<file path="src/rtl/voice_allocator.sv">
// -----------------------------------------------------------------------------
// voice_allocator
//   Polyphonic voice allocator for a PS/2 keyboard synthesizer. Key events come
//   in as an 11-bit word whose bit 10 toggles once per event. A mapped press
//   claims a voice, which then runs an attack/sustain/release volume envelope.
//   The envelope advances once every TICK_DIV clock cycles.
//
// Ports
//   clk           : single clock; all logic runs on its rising edge
//   reset         : synchronous, active-high reset
//   ps2_key       : [10] event toggle, [9] 1=press/0=release, [8] extended,
//                   [7:0] set-2 scancode
//   frequencies   : VOICES x 32, voice i at [i*32 +: 32], note frequency in Hz
//   voice_volumes : VOICES x 32, voice i at [i*32 +: 32], envelope volume
//   active        : per voice, 1 when the voice is not IDLE
//   drop          : one-cycle pulse when a press finds no voice to use
//   dbg_state     : per voice envelope state at [i*2 +: 2]
//                   (0 IDLE, 1 ATTACK, 2 SUSTAIN, 3 RELEASE)
//
// Handshake: there is no valid/ready pair. A key event is accepted on the
//   first rising edge at which ps2_key[10] differs from the stored copy. The
//   result is visible on the outputs right after that edge.
// -----------------------------------------------------------------------------
module voice_allocator #(
  parameter int unsigned VOICES       = 8,
  parameter int unsigned VOL_MAX      = 65535,
  parameter int unsigned ATTACK_STEP  = 256,
  parameter int unsigned RELEASE_STEP = 64,
  parameter int unsigned TICK_DIV     = 48
) (
  input  logic                 clk,
  input  logic                 reset,
  input  logic [10:0]          ps2_key,
  output logic [VOICES*32-1:0] frequencies,
  output logic [VOICES*32-1:0] voice_volumes,
  output logic [VOICES-1:0]    active,
  output logic                 drop,
  output logic [VOICES*2-1:0]  dbg_state
);

  typedef enum logic [1:0] {
    ST_IDLE    = 2'd0,
    ST_ATTACK  = 2'd1,
    ST_SUSTAIN = 2'd2,
    ST_RELEASE = 2'd3
  } voice_state_e;

  localparam int CW = (TICK_DIV > 1) ? $clog2(TICK_DIV) : 1;

  voice_state_e state_q [VOICES];
  voice_state_e state_d [VOICES];
  logic [3:0]   note_q  [VOICES];
  logic [3:0]   note_d  [VOICES];
  logic [31:0]  freq_q  [VOICES];
  logic [31:0]  freq_d  [VOICES];
  logic [31:0]  vol_q   [VOICES];
  logic [31:0]  vol_d   [VOICES];

  logic          tog_q;
  logic [CW-1:0] tick_cnt_q, tick_cnt_d;
  logic          drop_q, drop_d;
  logic          tick;

  // Scancode decode
  logic        note_hit;
  logic [3:0]  ev_note;
  logic [31:0] ev_freq;
  logic        ev_valid;

  always_comb begin
    note_hit = 1'b1;
    ev_note  = 4'd0;
    ev_freq  = 32'd0;
    case (ps2_key[7:0])
      8'h1C: begin ev_note = 4'd0;  ev_freq = 32'd262; end
      8'h1D: begin ev_note = 4'd1;  ev_freq = 32'd277; end
      8'h1B: begin ev_note = 4'd2;  ev_freq = 32'd294; end
      8'h24: begin ev_note = 4'd3;  ev_freq = 32'd311; end
      8'h23: begin ev_note = 4'd4;  ev_freq = 32'd330; end
      8'h2B: begin ev_note = 4'd5;  ev_freq = 32'd349; end
      8'h2C: begin ev_note = 4'd6;  ev_freq = 32'd370; end
      8'h34: begin ev_note = 4'd7;  ev_freq = 32'd392; end
      8'h35: begin ev_note = 4'd8;  ev_freq = 32'd415; end
      8'h33: begin ev_note = 4'd9;  ev_freq = 32'd440; end
      8'h3C: begin ev_note = 4'd10; ev_freq = 32'd466; end
      8'h3B: begin ev_note = 4'd11; ev_freq = 32'd494; end
      8'h42: begin ev_note = 4'd12; ev_freq = 32'd523; end
      default: note_hit = 1'b0;
    endcase
  end

  // Extended codes share scancodes with ordinary keys, so they are ignored.
  assign ev_valid = (ps2_key[10] != tog_q) && !ps2_key[8] && note_hit;
  assign tick     = (tick_cnt_q == CW'(TICK_DIV - 1));

  logic [VOICES-1:0] held_mask;
  logic              idle_found, rel_found, alloc_en;
  int                idle_idx, rel_idx, alloc_idx;
  logic [32:0]       att_sum;

  always_comb begin
    tick_cnt_d = tick ? '0 : tick_cnt_q + 1'b1;
    drop_d     = 1'b0;
    held_mask  = '0;
    idle_found = 1'b0;
    rel_found  = 1'b0;
    idle_idx   = 0;
    rel_idx    = 0;
    alloc_en   = 1'b0;
    alloc_idx  = 0;
    att_sum    = '0;

    for (int i = 0; i < int'(VOICES); i++) begin
      held_mask[i] = (state_q[i] inside {ST_ATTACK, ST_SUSTAIN}) &&
                     (note_q[i] == ev_note);
    end

    // Scanning from the top down leaves the lowest matching index.
    for (int i = int'(VOICES) - 1; i >= 0; i--) begin
      if (state_q[i] == ST_IDLE) begin
        idle_found = 1'b1;
        idle_idx   = i;
      end
      if (state_q[i] == ST_RELEASE) begin
        rel_found = 1'b1;
        rel_idx   = i;
      end
    end

    // A press of a note that is already held is a typematic repeat.
    if (ev_valid && ps2_key[9] && (held_mask == '0)) begin
      if (idle_found) begin
        alloc_en  = 1'b1;
        alloc_idx = idle_idx;
      end else if (rel_found) begin
        alloc_en  = 1'b1;
        alloc_idx = rel_idx;
      end else begin
        drop_d = 1'b1;
      end
    end

    for (int i = 0; i < int'(VOICES); i++) begin
      state_d[i] = state_q[i];
      note_d[i]  = note_q[i];
      freq_d[i]  = freq_q[i];
      vol_d[i]   = vol_q[i];

      // Envelope step; overridden below when an event lands on this voice.
      if (tick) begin
        case (state_q[i])
          ST_ATTACK: begin
            att_sum = {1'b0, vol_q[i]} + 33'(ATTACK_STEP);
            if (att_sum >= 33'(VOL_MAX)) begin
              vol_d[i]   = VOL_MAX;
              state_d[i] = ST_SUSTAIN;
            end else begin
              vol_d[i] = att_sum[31:0];
            end
          end
          ST_SUSTAIN: vol_d[i] = VOL_MAX;
          ST_RELEASE: begin
            if (vol_q[i] <= 32'(RELEASE_STEP)) begin
              vol_d[i]   = '0;
              freq_d[i]  = '0;
              state_d[i] = ST_IDLE;
            end else begin
              vol_d[i] = vol_q[i] - 32'(RELEASE_STEP);
            end
          end
          default: ;
        endcase
      end

      if (alloc_en && (i == alloc_idx)) begin
        state_d[i] = ST_ATTACK;
        note_d[i]  = ev_note;
        freq_d[i]  = ev_freq;
        vol_d[i]   = '0;
      end

      // Release keeps the volume reached so far.
      if (ev_valid && !ps2_key[9] && held_mask[i]) begin
        state_d[i] = ST_RELEASE;
        vol_d[i]   = vol_q[i];
      end
    end
  end

  always_ff @(posedge clk) begin
    // The toggle copy is loaded during reset as well, so no stale event
    // fires on the first cycle after reset is released.
    tog_q <= ps2_key[10];
    if (reset) begin
      tick_cnt_q <= '0;
      drop_q     <= 1'b0;
      for (int i = 0; i < int'(VOICES); i++) begin
        state_q[i] <= ST_IDLE;
        note_q[i]  <= '0;
        freq_q[i]  <= '0;
        vol_q[i]   <= '0;
      end
    end else begin
      tick_cnt_q <= tick_cnt_d;
      drop_q     <= drop_d;
      for (int i = 0; i < int'(VOICES); i++) begin
        state_q[i] <= state_d[i];
        note_q[i]  <= note_d[i];
        freq_q[i]  <= freq_d[i];
        vol_q[i]   <= vol_d[i];
      end
    end
  end

  for (genvar g = 0; g < int'(VOICES); g++) begin : g_out
    assign frequencies[g*32 +: 32]   = freq_q[g];
    assign voice_volumes[g*32 +: 32] = vol_q[g];
    assign active[g]                 = (state_q[g] != ST_IDLE);
    assign dbg_state[g*2 +: 2]       = state_q[g];
  end

  assign drop = drop_q;

endmodule

</file>
<file path="config.mk">
export PLATFORM = sky130hd
export DESIGN_NAME = voice_allocator
export DESIGN_NICKNAME = d
export VERILOG_FILES = /design/src/rtl/voice_allocator.sv
export SDC_FILE = /design/constraint.sdc
export NUM_CORES = 1
export LEC_CHECK = 0
export ABC_AREA = 1
export CORE_UTILIZATION = 49
export DETAILED_ROUTE_END_ITERATION = 6
export PLACE_DENSITY = 0.77
export SLEW_MARGIN = 20
export SYNTH_ARGS = -nofsm -noshare
export SYNTH_HDL_FRONTEND = slang
export SYNTH_SLANG_ARGS = --single-unit
</file>
<file path="constraint.sdc">
create_clock -name clk -period 3.1 [get_ports clk]
set_input_delay 0.62 -clock clk [delete_from_list [all_inputs] [get_ports clk]]
set_output_delay 0.62 -clock clk [all_outputs]
set_load 0.005 [all_outputs]
</file>
# Word-level counts from Yosys, hierarchy flattened

Memory sizes are Yosys's and may differ from the RTL's.
Cells that the tools add are included.

Bits of input ports: 13
Bits in writable memories: 560
Flip-flop bits (word level): 8
Memories: 4

Bitwise operators: 33
Equality and inequality tests: 54
Magnitude comparators: 16
Multiplexer cells: 213
Reductions and logical operators: 60
$add $sub $neg: 17

Memories:

| memory  | depth | bits a word | rd ports | clocked after memory_dff | wr ports | line | source |
|---|---|---|---|---|---|---|---|
| freq_q  | 8     | 32          | 8        | 0                        | 8        | 54   | `logic [31:0] freq_q [VOICES];` |
| vol_q   | 8     | 32          | 8        | 0                        | 8        | 56   | `logic [31:0] vol_q [VOICES];` |
| note_q  | 8     | 4           | 8        | 0                        | 8        | 52   | `logic [3:0] note_q [VOICES];` |
| state_q | 8     | 2           | 8        | 0                        | 8        | 50   | `voice_state_e state_q [VOICES];` |

Operators by type and width:

| operator                | count |
|---|---|
| $mux W32                | 105 |
| $pmux W32 S3            | 8 |
| $add A32 B9 Y33 const B | 8 |
| $ge A33 B16 Y1 const B  | 8 |
| $le A32 B7 Y1 const B   | 8 |
| $sub A32 B7 Y32 const B | 8 |
| $pmux W10 S13           | 1 |
| $eq A4 B32 Y1 const A   | 4 |
| $mux W2                 | 48 |
| $eq A8 B6 Y1 const B    | 9 |
| $eq A3 B32 Y1 const A   | 2 |
| $mux W4                 | 16 |
| $pmux W4 S12            | 1 |
| $eq A2 B2 Y1 const B    | 16 |
| $eq A2 B32 Y1 const A   | 1 |
| $eq A4 B4 Y1            | 8 |
| $logic_not A32 Y1       | 1 |
| $or A1 B1 Y1            | 32 |
| $pmux W2 S2             | 8 |
| $reduce_bool A2 Y1      | 16 |
| $logic_and A1 B1 Y1     | 29 |
| $eq A8 B5 Y1 const B    | 3 |
| $mux W1                 | 24 |
| $eq A2 B1 Y1 const B    | 8 |
| 12 further kinds        | 21 |

# Logic depth before layout (Yosys ltp)

An unclocked memory read counts as a cell.

Depth after elaboration: 18
Gate-level depth with buffers: 24

# Least setup slack after synthesis

No wires, ideal clock.

Path kind: in2reg
Start point: in ps2_key[1]
End point: mem vol_q[5][17], in the netlist vol_q[1][49]
Slack: 27 ps
Arrival: 2958 ps
Buffers on the path: 2
Data required time: 2984 ps
Stages: 22
Cells stage by stage: inv_1 nand2_1 nor2_2 nand2_2 nand2_4 inv_2 nand3_2 buf_4 nand2_1 nand2_1 nor2_1 nand3_4 nand2_4 nor2_4 nand2_2 nor2_8 nand4_4 a21oi_4 nand2_2 buf_2 o21ai_0 nor2_1

RTL lines:

| what            | line | source |
|---|---|---|
| start, declared | 33   | `input logic [10:0] ps2_key,` |
| end, declared   | 56   |  |

==> results by stage <==
Critical path:
- Measured in cells, the most critical reg-to-reg path has a length of 11.
- Data on the critical path arrives at its endpoint at 3.63 ns.
- The worst-path maximum fanout is 3.
- STA classifies the critical path endpoint as a flop.
- The data required time of the worst path is around 3.6 ns.
- The critical path starts at state_q[1][0].
- The category of the most critical setup path is flop to flop.
- In this run the critical register-to-register path is launched from state_q[1][0].
- The category of the worst setup path launch point is a flop.

STA:
- The number of slew-limit violations in the final report came to 0.
- The worst clock skew on the final layout is ~0.027 ns.
- The worst path uses 101% of the clock period.
- For the pin with the worst max-slew slack, the measured transition is roughly 0.92 ns.
- For the final routed database, the setup TNS stands at -0.0181 ns.
- Timing would allow up to 321 MHz.
- The final hold violation count was 0.
- Once routing completed, OpenROAD measured the worst setup slack at -0.0181 ns.
- The final worst hold slack is about 0.46 ns.
- Setup repair after global routing could not meet its margin everywhere.
- After layout, the minimum clock period comes to 3.12 ns.
- The total setup violations reported at the end of the flow is 1.
- The worst pin sits at a relative slew slack of 38.5%.

Synth:
- For this run, asynchronously set or reset flops after synthesis account for 0%.
- After synthesis the cells add up to 0.0305 sq mm.
- In this run, synthesis inferred 0 flip-flops with an integrated enable.
- The number of unique standard cell types used by synthesis is 60.
- The simple-gate portion of the synthesized area is 40.0%.
- Summing the sequential cell areas from Yosys gives 23.1% of the chip area.
- The area share of xor/xnor cells in the synthesized design is 6.23%.
- The total number of yosys warnings is 0.
- By area, the combinational part of the netlist is dominated by simple AND/OR/NAND/NOR gates.
- Of the total synthesized cell area, the portion taken by full adders, half adders and majority gates is around 3.3%.
- Multiplexer cells account for 0% of the synthesized area.
- The number of flip-flops and latches in the synthesized netlist is 352.
- The synthesized area per cell is 5.94 sq um.
- Synthesis handed over a netlist of 5139 instances.
- The flip-flop cell with the highest count after synthesis is sky130_fd_sc_hd__dfxtp_1.
- The synthesized netlist devotes 12.1% of its cell area to compound gates.

Routing:
- The via count normalized by instance count is 5.34.
- The wire length per cell after detailed routing is 16.6 um.
- The total wirelength of the detailed-routed design is 110 mm.
- The count of nets left with antenna violations once routing finished came out at 0.
- The number of design-rule violations left by the first detailed-router iteration is 3315.
- Detailed routing inserted a total of 35453 vias.
- In the routed design, unresolved DRC markers number 0.
- The first detailed-routing pass ran for 6 iterations.

Power:
- For this design the static power due to leakage is around 18 nW.
- Summed over all nets, the switching power comes to between 2 and 2.5 mW.
- The worst-case IR drop observed on VDD is 361 uV.
- Of the total power, the clock network draws 52.7%.
- In this run, flip-flops and latches consume 43.9% of the power.
- The power per standard cell area is around 260 mW/mm^2.
- The internal power consumption is 7.85 mW.
- The switching share of total power is 23.9%.
- Overall power consumption after layout is estimated at 10.3 mW.
- The part of the power in combinational logic is between 3 and 4%.

Job:
- The tool flagged a number of max-cap violations equal to 0.

Finish:
- Leaving out fill and tap cells, the most frequent cells in the layout are sky130_fd_sc_hd__nand2_1 (1124), sky130_fd_sc_hd__nor2_1 (869), sky130_fd_sc_hd__inv_1 (504).
- Of the cells placed in the final design, the portion with a size suffix greater than 1 is 13.4%.
- The area growth from synthesis to layout is 29.2%.
- Once layout is done, the placed cells without fillers occupy 0.0394 sq mm.
- The final-stage net count is 5860.
- The utilization after layout is 64.0%.
- The most common library cell in the layout ignoring fill and taps is sky130_fd_sc_hd__nand2_1.
- The post-layout instance count excluding filler cells is 6639.

GRT:
- The largest net degree at the start of global routing is 113.
- For this run, global-route usage on met3 was measured as around 5.8%.
- The number of global-route vias before repair is 31601.
- The global-route met2 utilization is 52.8%.
- Summed over all layers, the global routing overflow is 0.
- The first-pass GRT wire length is roughly 170 mm.
- The layer flagged by global routing as most heavily used is met2.
- Global routing used roughly a third of the available tracks.
- The number of antenna violations at the first check in global routing was 2.
- The global-route track usage on met1 is 43.5%.

Clock tree:
- TritonCTS created between 40 and 50 clock buffers.
- For this design, the sink count on the clock tree is approximately 350.
- The clock transition time at the flip-flop clock pins of the worst setup and hold paths is 0.06 ns.
- The root buffer selected by CTS is sky130_fd_sc_hd__clkbuf_16.
- The source-to-sink clock delay at the later pin of the worst-skew pair is 0.59 ns.
- Counting along the longest clock path gives a buffer depth of 3.
- The clock tree from TritonCTS is built.
- In this run, post-CTS hold repair placed 0 buffers.
- The maximum level of the CTS H-tree is 2.

Die:
- The cell row count is 91.
- The width of the die is 252 um.
- The starting density of the core is between 40 and 50%.
- From bottom edge to top edge, the die measures 252 um.
- The floorplan die area is 0.0633 sq mm.
- The number of top-level pins is 550.
- The placeable core region is 0.0616 sq mm.

Worst hold path:
- The worst hold path begins at freq_q[0][66].
- In this run the worst hold path is classified as flop to flop.
- The count of cells along the worst hold path is 2.

Placed design:
- At the end of routability-driven placement, the weighted congestion stood at 0.988.
- The cell count after placement is 6515.
- The placed wire-length estimate after detailed placement is 82.6 mm.
- Buffers placed on the I/O ports in this run total about 370.
- The post-placement cell area is 0.0369 sq mm.
- The pre-CTS worst setup slack is -0.922 ns.

Status:
- The final reports fail on negative setup slack.
- The flow ran to the end, but the final reports show violations.
[cell type report]
| cell class | instances | area [sq um] |
|---|---|---|
| repair buffers | 836 | 7710 |
| diodes | 1 | 2.50 |
| multi-input cells | 3989 | 20000 |
| clock inverters | 18 | 226 |
| flip-flops and latches | 352 | 7070 |
| clock buffers | 63 | 1280 |
| well taps | 837 | 1050 |
| fillers | 5754 | 22200 |
| inverters | 543 | 2060 |
[kinds of logic after synthesis]
| group | count (synthesis) |
|---|---|
| buf+inv | 976 |
| compound gates | 689 |
| fa+ha+maj | 81 |
| other cells | 1 |
| flops | 352 |
| simple gates | 2823 |
| xor+xnor | 217 |
[routing by layer]
metal,vias to the layer above,routed length (um)
met1,16270,46700
met5,-,0
met4,0,4050
li1,17355,-
met2,1589,50100
met3,239,9540
[registers in the layout, summed over array words and instances (netlist names)]
name / flops
state_q: 16
tog_q: 1
tick_cnt_q: 6
drop: 1
note_q: 32
freq_q: 80
vol_q: 216
[synth_stat cells, types with 4 or more instances]
| cell | instances | share of area, % |
|---|---|---|
| sky130_fd_sc_hd__a2111oi_0 | 4 | 0.11 |
| sky130_fd_sc_hd__xnor2_1 | 21 | 0.60 |
| sky130_fd_sc_hd__o21ai_0 | 266 | 4.4 |
| sky130_fd_sc_hd__nor3_1 | 124 | 2.0 |
| sky130_fd_sc_hd__nand2_1 | 1151 | 14 |
| sky130_fd_sc_hd__nand3b_1 | 23 | 0.57 |
| sky130_fd_sc_hd__o31ai_1 | 10 | 0.25 |
| sky130_fd_sc_hd__nand2_4 | 7 | 0.26 |
| sky130_fd_sc_hd__o211ai_1 | 19 | 0.47 |
| sky130_fd_sc_hd__buf_4 | 226 | 5.6 |
| sky130_fd_sc_hd__a21oi_4 | 6 | 0.32 |
| sky130_fd_sc_hd__nand3_2 | 6 | 0.20 |
| sky130_fd_sc_hd__nor2_1 | 901 | 11 |
| sky130_fd_sc_hd__buf_1 | 13 | 0.16 |
| sky130_fd_sc_hd__clkinv_1 | 9 | 0.11 |
| sky130_fd_sc_hd__xor2_1 | 196 | 5.6 |
| sky130_fd_sc_hd__nor3b_1 | 9 | 0.22 |
| sky130_fd_sc_hd__nand4_1 | 113 | 2.3 |
| sky130_fd_sc_hd__buf_6 | 7 | 0.26 |
| sky130_fd_sc_hd__and3_1 | 5 | 0.10 |
| sky130_fd_sc_hd__nor4_1 | 24 | 0.49 |
| sky130_fd_sc_hd__o21bai_1 | 6 | 0.15 |
| sky130_fd_sc_hd__a21oi_1 | 309 | 5.1 |
| sky130_fd_sc_hd__nand3_1 | 396 | 6.5 |
| sky130_fd_sc_hd__dfxtp_1 | 352 | 23 |
| sky130_fd_sc_hd__nor2_4 | 11 | 0.41 |
| sky130_fd_sc_hd__inv_2 | 13 | 0.16 |
| sky130_fd_sc_hd__o21a_1 | 7 | 0.17 |
| sky130_fd_sc_hd__nor2_2 | 8 | 0.16 |
| sky130_fd_sc_hd__nand2_2 | 16 | 0.33 |
| sky130_fd_sc_hd__inv_1 | 519 | 6.4 |
| sky130_fd_sc_hd__o21ai_1 | 44 | 0.72 |
| sky130_fd_sc_hd__buf_2 | 63 | 1.0 |
| sky130_fd_sc_hd__nand3_4 | 4 | 0.23 |
| sky130_fd_sc_hd__or2_2 | 10 | 0.21 |
| sky130_fd_sc_hd__nand4_4 | 4 | 0.28 |
| sky130_fd_sc_hd__clkbuf_1 | 123 | 1.5 |
| sky130_fd_sc_hd__ha_1 | 81 | 3.3 |
[critical path: stages, from the launching register on]
cell                       delay (ns)
sky130_fd_sc_hd__dfxtp_1         0.37
sky130_fd_sc_hd__inv_1           0.10
sky130_fd_sc_hd__ha_1            0.20
sky130_fd_sc_hd__inv_1           0.15
sky130_fd_sc_hd__nand4_1         0.19
sky130_fd_sc_hd__nor4_2          0.28
sky130_fd_sc_hd__buf_4           0.19
sky130_fd_sc_hd__a21boi_2        0.08
sky130_fd_sc_hd__buf_4           0.14
sky130_fd_sc_hd__o31ai_1         0.76
sky130_fd_sc_hd__nand3_1         0.33
sky130_fd_sc_hd__a21oi_1         0.24
[final timing paths]
kind | endpoint | slack, ns
max | freq_q[0][9] | -0.02
min | freq_q[0][66] | 0.46
max reg2reg | freq_q[0][9] | -0.02
min reg2reg | freq_q[0][66] | 0.46
[power by group through the flow]
stage	clock [mW]	sequential, mW	combinational (mW)
after floorplan	0	4.63	0.382
after global placement	0	4.63	0.317
after detailed placement	0	4.63	0.322
after CTS	5.50	4.53	0.327
after global routing	5.67	4.53	0.390
final	5.44	4.53	0.350
[what timing repair did]
item	in CTS	in global routing
buffers inserted	6	25
cloned	3	8
endpoints found under the setup margin	321	320
gates resized for setup	39	177
pin swaps	16	37
No activity file was read; power rests on OpenSTA's default activity.
